**config.mk**
```make
export PLATFORM = sky130hd
export DESIGN_NAME = reg_writeback_ctrl_flat
export DESIGN_NICKNAME = d
export VERILOG_FILES = /design/src/rtl/reg_writeback_ctrl_if.sv /design/src/rtl/reg_writeback_ctrl.sv /design/src/flat_wrapper.sv
export SDC_FILE = /design/constraint.sdc
export NUM_CORES = 1
export LEC_CHECK = 0
export CAP_MARGIN = 20
export CORE_AREA = 2 2 132 134
export DETAILED_ROUTE_END_ITERATION = 8
export DIE_AREA = 0 0 134 136
export PLACE_DENSITY_LB_ADDON = 0.1
export SETUP_SLACK_MARGIN = 0.05
export SYNTH_ARGS = -nofsm -noshare
export SYNTH_HDL_FRONTEND = slang
export SYNTH_SLANG_ARGS = --single-unit
```
**constraint.sdc**
```tcl
create_clock -name clk -period 7.55 [get_ports clk]
set_input_delay 1.51 -clock clk [delete_from_list [all_inputs] [get_ports clk]]
set_output_delay 1.51 -clock clk [all_outputs]
set_load 0.03 [all_outputs]
```
**src/rtl/reg_writeback_ctrl_if.sv**
```systemverilog
// Register-file writeback bundle: ALU and load-return sources, load-issue scoreboard
// queries, and the registered register-file write port.
interface reg_writeback_ctrl_if #(
  parameter int WIDTH       = 32,
  parameter int LOG2NUMREGS = 5,
  parameter int LOG2DEPTH   = 2
);
  logic                   alu_valid;
  logic [LOG2NUMREGS-1:0] alu_reg;
  logic [WIDTH-1:0]       alu_data;

  logic                   mem_valid;
  logic                   mem_ready;
  logic [LOG2NUMREGS-1:0] mem_reg;
  logic [WIDTH-1:0]       mem_data;

  logic                   ld_issue;
  logic [LOG2NUMREGS-1:0] ld_reg;

  logic [LOG2NUMREGS-1:0] q_a_reg;
  logic [LOG2NUMREGS-1:0] q_b_reg;
  logic                   q_a_busy;
  logic                   q_b_busy;

  logic [LOG2NUMREGS-1:0] c_reg;
  logic [WIDTH-1:0]       c_writedatain;
  logic                   c_we;
  logic [LOG2DEPTH:0]     fifo_count;

  modport master (
    output alu_valid, alu_reg, alu_data,
    output mem_valid, mem_reg, mem_data,
    output ld_issue, ld_reg,
    output q_a_reg, q_b_reg,
    input  mem_ready, q_a_busy, q_b_busy,
    input  c_reg, c_writedatain, c_we, fifo_count
  );

  modport slave (
    input  alu_valid, alu_reg, alu_data,
    input  mem_valid, mem_reg, mem_data,
    input  ld_issue, ld_reg,
    input  q_a_reg, q_b_reg,
    output mem_ready, q_a_busy, q_b_busy,
    output c_reg, c_writedatain, c_we, fifo_count
  );
endinterface

```
**src/rtl/reg_writeback_ctrl.sv**
```systemverilog
// Register-file write-port arbiter (ALU > load FIFO head > load bypass) with pending-load scoreboard.
// One-cycle registered write port; load returns stall via mem_ready only when the FIFO is full.
module reg_writeback_ctrl #(
  parameter int WIDTH       = 32,
  parameter int NUMREGS     = 32,
  parameter int LOG2NUMREGS = 5,
  parameter int DEPTH       = 4,
  parameter int LOG2DEPTH   = 2
) (
  input  logic                 clk,
  input  logic                 resetn,
  reg_writeback_ctrl_if.slave  bus
);

  localparam logic [LOG2DEPTH:0] FULL_CNT = (LOG2DEPTH+1)'(DEPTH);

  logic [LOG2NUMREGS-1:0] fifo_reg [DEPTH];
  logic [WIDTH-1:0]       fifo_dat [DEPTH];
  logic [LOG2DEPTH-1:0]   wr_ptr;
  logic [LOG2DEPTH-1:0]   rd_ptr;
  logic [LOG2DEPTH:0]     count;

  logic                   c_we_q;
  logic                   c_from_mem;
  logic [LOG2NUMREGS-1:0] c_reg_q;
  logic [WIDTH-1:0]       c_dat_q;

  logic [NUMREGS-1:0]     pending;
  logic [NUMREGS-1:0]     pending_nxt;

  logic                   mem_ready;
  logic                   fifo_empty;
  logic                   alu_sel;
  logic                   mem_take;
  logic                   pop;
  logic                   push;
  logic                   bypass;
  logic                   sel_we;
  logic                   sel_mem;
  logic [LOG2NUMREGS-1:0] sel_reg;
  logic [WIDTH-1:0]       sel_dat;

  // Ready depends on registered occupancy only, so a same-cycle pop cannot raise it.
  assign mem_ready  = (count != FULL_CNT);
  assign fifo_empty = (count == '0);
  assign alu_sel    = bus.alu_valid && (bus.alu_reg != '0);
  assign mem_take   = bus.mem_valid && mem_ready && (bus.mem_reg != '0);

  always_comb begin
    sel_we  = 1'b0;
    sel_mem = 1'b0;
    sel_reg = c_reg_q;
    sel_dat = c_dat_q;
    pop     = 1'b0;
    bypass  = 1'b0;
    if (alu_sel) begin
      sel_we  = 1'b1;
      sel_reg = bus.alu_reg;
      sel_dat = bus.alu_data;
    end else if (!fifo_empty) begin
      sel_we  = 1'b1;
      sel_mem = 1'b1;
      sel_reg = fifo_reg[rd_ptr];
      sel_dat = fifo_dat[rd_ptr];
      pop     = 1'b1;
    end else if (mem_take) begin
      sel_we  = 1'b1;
      sel_mem = 1'b1;
      sel_reg = bus.mem_reg;
      sel_dat = bus.mem_data;
      bypass  = 1'b1;
    end
  end

  // Bypass only happens with an empty FIFO, so acceptance order is preserved.
  assign push = mem_take && !bypass;

  always_ff @(posedge clk) begin
    if (push) begin
      fifo_reg[wr_ptr] <= bus.mem_reg;
      fifo_dat[wr_ptr] <= bus.mem_data;
    end
  end

  always_ff @(posedge clk or negedge resetn) begin
    if (!resetn) begin
      wr_ptr <= '0;
      rd_ptr <= '0;
      count  <= '0;
    end else begin
      if (push) wr_ptr <= wr_ptr + 1'b1;
      if (pop)  rd_ptr <= rd_ptr + 1'b1;
      case ({push, pop})
        2'b10:   count <= count + 1'b1;
        2'b01:   count <= count - 1'b1;
        default: count <= count;
      endcase
    end
  end

  always_ff @(posedge clk or negedge resetn) begin
    if (!resetn) begin
      c_we_q     <= 1'b0;
      c_from_mem <= 1'b0;
      c_reg_q    <= '0;
      c_dat_q    <= '0;
    end else begin
      c_we_q     <= sel_we;
      c_from_mem <= sel_mem;
      c_reg_q    <= sel_reg;
      c_dat_q    <= sel_dat;
    end
  end

  // Clear lands on the edge the register file latches the load; a new issue to the same reg wins.
  always_comb begin
    pending_nxt = pending;
    if (c_we_q && c_from_mem) pending_nxt[c_reg_q] = 1'b0;
    if (bus.ld_issue && (bus.ld_reg != '0)) pending_nxt[bus.ld_reg] = 1'b1;
    pending_nxt[0] = 1'b0;
  end

  always_ff @(posedge clk or negedge resetn) begin
    if (!resetn) pending <= '0;
    else         pending <= pending_nxt;
  end

  assign bus.mem_ready     = mem_ready;
  assign bus.fifo_count    = count;
  assign bus.c_we          = c_we_q;
  assign bus.c_reg         = c_reg_q;
  assign bus.c_writedatain = c_dat_q;
  assign bus.q_a_busy      = (bus.q_a_reg != '0) && pending[bus.q_a_reg];
  assign bus.q_b_busy      = (bus.q_b_reg != '0) && pending[bus.q_b_reg];

endmodule
```
**src/flat_wrapper.sv**
```systemverilog
// flat-port wrapper written by rule: the top's interface ports become plain ports
module reg_writeback_ctrl_flat 
#(
  parameter int WIDTH       = 32,
  parameter int NUMREGS     = 32,
  parameter int LOG2NUMREGS = 5,
  parameter int DEPTH       = 4,
  parameter int LOG2DEPTH   = 2
)
  (clk, resetn, bus_alu_valid, bus_alu_reg, bus_alu_data, bus_mem_valid, bus_mem_reg, bus_mem_data, bus_ld_issue, bus_ld_reg, bus_q_a_reg, bus_q_b_reg, bus_mem_ready, bus_q_a_busy, bus_q_b_busy, bus_c_reg, bus_c_writedatain, bus_c_we, bus_fifo_count);
  reg_writeback_ctrl_if #(.WIDTH(WIDTH), .LOG2NUMREGS(LOG2NUMREGS), .LOG2DEPTH(LOG2DEPTH)) bus_i ();
  input  logic clk;
  input  logic resetn;
  input wire logic [$bits(bus_i.alu_valid)-1:0] bus_alu_valid;
  input wire logic [$bits(bus_i.alu_reg)-1:0] bus_alu_reg;
  input wire logic [$bits(bus_i.alu_data)-1:0] bus_alu_data;
  input wire logic [$bits(bus_i.mem_valid)-1:0] bus_mem_valid;
  input wire logic [$bits(bus_i.mem_reg)-1:0] bus_mem_reg;
  input wire logic [$bits(bus_i.mem_data)-1:0] bus_mem_data;
  input wire logic [$bits(bus_i.ld_issue)-1:0] bus_ld_issue;
  input wire logic [$bits(bus_i.ld_reg)-1:0] bus_ld_reg;
  input wire logic [$bits(bus_i.q_a_reg)-1:0] bus_q_a_reg;
  input wire logic [$bits(bus_i.q_b_reg)-1:0] bus_q_b_reg;
  output wire logic [$bits(bus_i.mem_ready)-1:0] bus_mem_ready;
  output wire logic [$bits(bus_i.q_a_busy)-1:0] bus_q_a_busy;
  output wire logic [$bits(bus_i.q_b_busy)-1:0] bus_q_b_busy;
  output wire logic [$bits(bus_i.c_reg)-1:0] bus_c_reg;
  output wire logic [$bits(bus_i.c_writedatain)-1:0] bus_c_writedatain;
  output wire logic [$bits(bus_i.c_we)-1:0] bus_c_we;
  output wire logic [$bits(bus_i.fifo_count)-1:0] bus_fifo_count;
  assign bus_i.alu_valid = bus_alu_valid;
  assign bus_i.alu_reg = bus_alu_reg;
  assign bus_i.alu_data = bus_alu_data;
  assign bus_i.mem_valid = bus_mem_valid;
  assign bus_i.mem_reg = bus_mem_reg;
  assign bus_i.mem_data = bus_mem_data;
  assign bus_i.ld_issue = bus_ld_issue;
  assign bus_i.ld_reg = bus_ld_reg;
  assign bus_i.q_a_reg = bus_q_a_reg;
  assign bus_i.q_b_reg = bus_q_b_reg;
  assign bus_mem_ready = bus_i.mem_ready;
  assign bus_q_a_busy = bus_i.q_a_busy;
  assign bus_q_b_busy = bus_i.q_b_busy;
  assign bus_c_reg = bus_i.c_reg;
  assign bus_c_writedatain = bus_i.c_writedatain;
  assign bus_c_we = bus_i.c_we;
  assign bus_fifo_count = bus_i.fifo_count;
  reg_writeback_ctrl #(.WIDTH(WIDTH), .NUMREGS(NUMREGS), .LOG2NUMREGS(LOG2NUMREGS), .DEPTH(DEPTH), .LOG2DEPTH(LOG2DEPTH)) u_core (.clk(clk), .resetn(resetn), .bus(bus_i));
endmodule
```
==> out/metrics.cfg <==
[run_status]
status = completed

[synth]
synth_edf_count = 148
syn_nets = 754
synth.avg_cell_area_sq_um = 14.9
synth_ff_type = edfxtp_1
yosysWarnings = 0
synth_cells = 654
ys_seq_elements = 225
yosysTopAreaCellShare = 0.456
async_reset_ff_frac = 0.342
synth_cell_types = 47
syn_area_sq_mm = 0.00974
yosys.area.top_type = edfxtp_1
synth_area_leaders = edfxtp_1 46%, dfrtp_1 20%, mux4_2 12%
ys_seq_area_frac = 0.654

[final_layout]
drive_gt1_frac = 0.139
fill_cells = 1111
insertedDiodeCount = 0
area_growth_pct = 24.2
stdcell_count = 1030
final_cell_mix = 148 x edfxtp_1, 136 x clkdlybuf4s50_1, 79 x nor2_1, 75 x dfrtp_1, 65 x o21ai_0
final_nets = 887
largest_reg_flops = 128
layout_commonest_cell = edfxtp_1
postLayoutCellArea_sq_mm = 0.0121
post-route-util = 0.717
top_register = u_core.fifo_dat

[global_route]
grt_max_degree = 74
antenna_found_initial = 1
grt_remaining_overflow = 0
met1_usage = 0.341
gr-usage-met3 = 0.0384
grt.met2_usage = 0.427
grt_usage = 0.252
top_usage_layer = met2
grt_pass1_vias = 6649
grt_pass1_wl_mm = 35.5

[timing]
tns_ns = 0
hold_ws_ns = 0.527
max_freq_ghz = 0.175
max_slew_margin = 0.283
worst_slack_ns = 1.83
final-setup-viol-count = 0
fin_crit_ns = 5.72
slew_violations = 0
hold_viol_final = 0
fin_crit_sh = 0.757
worst_slew_pin_slew_ns = 1.08
finalClockSkew_ns = 0.0166
rsz0062_at_grt = no

[power_and_ir_drop]
intPower_mw = 3.09
swShare = 0.330
ir_worst_vdd_v = 0.000269
power.total_mw = 4.62
pwr-share-clk = 0.254
p_comb_frac = 0.333
p_sw_mw = 1.52
leakage_nw = 4.30
powerDensity_mw_per_mm2 = 381
p_seq_frac = 0.414

[floorplan]
core_region_area_sq_mm = 0.0169
die_y_um = 136
pin_count = 138
start_util = 0.577
fp.dieW_um = 134
dieArea_sq_mm = 0.0182
rows = 48

[setup_path]
cp-end-kind = primary output
reg2reg_from = u_core.bus.fifo_count[2]$_DFFE_PN0P_
required_ns = 6.04
arrival_ns = 4.21
crit_fanout = 10
path_class = primary input to primary output
start_kind = primary input
startpoint = bus_q_b_reg[0]

[cts]
cts_hold_buf = 0
clock_latency_ns = 0.50
cts_buffers = 24
clkTransAtPathRegs_ns = 0.06
cts_tree = yes
cts_buffer_depth = 3
cts_sinks = 225
cts_setup_buffers = 0
htree_levels = 1
cts_resized = 0
cts_root_buffer = clkbuf_16

[drt]
vias = 6356
wl_per_cell_um = 21.7
drt-initial-drc-count = 555
routed_wl_mm = 22.4
vias_per_cell = 6.17
ant_nets = 0
remaining_drc_errors = 0
drt-pass1-iter-count = 5

[flow_run]
maxCapViolations = 0

[place]
gp_congestion = 0.930
dp_cells = 986
hpwl_mm = 13.8
io_buffer_count = 137
post_dp_cell_area_sq_mm = 0.0113
pre_cts_ws_ns = 1.83

[hold_path]
hold_start = u_core.bus.c_writedatain[22]$_DFFE_PN0P_
worst_hold_path_type = register to register

power groups by stage:
stage                     Combinational, mW  Clock, mW  Sequential (mW)
after floorplan                       0.888          0             2.01
after global placement                 1.51          0             1.91
after detailed placement               1.55          0             1.93
after CTS                              1.56       1.19             1.91
after global routing                   1.67       1.23             1.94
final                                  1.54       1.17             1.91
metal layers:
| metal | vias up | wire, um |
|---|---|---|
| met3 | 43 | 1410 |
| met2 | 261 | 11400 |
| li1 | 2824 | - |
| met4 | 2 | 482 |
| met1 | 3226 | 9040 |
| met5 | - | 13 |
Yosys cell counts (all sizes together) (2+ instances only):
cell / instances
inv: 42
nor2: 79
nand2: 7
o21ai: 66
and2: 4
nand3: 11
edfxtp: 148
or3: 4
dfrtp: 77
nor3b: 3
mux2: 4
nor3: 2
a221oi: 36
o2bb2ai: 35
nand3b: 5
nand4b: 5
ha: 5
buf: 15
nand4: 2
clkbuf: 20
or3b: 3
mux2i: 5
nor2b: 2
a22oi: 2
xor2: 3
xnor2: 3
mux4: 51
path summary, 6_finish.rpt:
check | to | slack (ns) | cells past startpoint
min in group asynchronous | u_core.pending[30]$_DFF_PN0_ | 0.93 | 1
worst min-delay path | u_core.bus.c_writedatain[22]$_DFFE_PN0P_ | 0.53 | 2
max in group asynchronous | u_core.rd_ptr[0]$_DFFE_PN0P_ | 5.57 | 2
worst max-delay path | bus_q_b_busy | 1.83 | 5
worst min register to register | u_core.bus.c_writedatain[22]$_DFFE_PN0P_ | 0.53 | 2
worst max register to register | u_core.fifo_dat[2][21]$_DFFE_PP_ | 4.04 | 4
logic make-up (layout without fill, tap and decap cells):
family | count (synthesis) | count (layout) | synth area share
AO/OA/AOI/OAI | 148 | 148 | 0.107
XOR/XNOR | 6 | 6 | 0.00539
adder cells (fa/ha/maj) | 6 | 6 | 0.00848
buffers and inverters | 77 | 228 | 0.0313
flip-flops | 225 | 225 | 0.654
multiplexers | 60 | 60 | 0.128
AND/OR/NAND/NOR | 132 | 132 | 0.0660
worst max-delay path, stage by stage:
cell and delay [ns]:
clkdlybuf4s50_1 0.89, mux4_2 0.60, mux2_2 0.27, a311o_1 0.35, clkdlybuf4s50_1 0.59
layout make-up:
class                      instances  area [sq um]  area share
timing repair buffer             142          1410       0.116
clock buffer                      29           651      0.0538
multi-input combinational        352          3090       0.255
inverter                          42           158      0.0130
sequential                       225          6370       0.527
clock inverter                    15           146      0.0121
tap                              225           282      0.0233
Power figures use the tool's default switching activity.
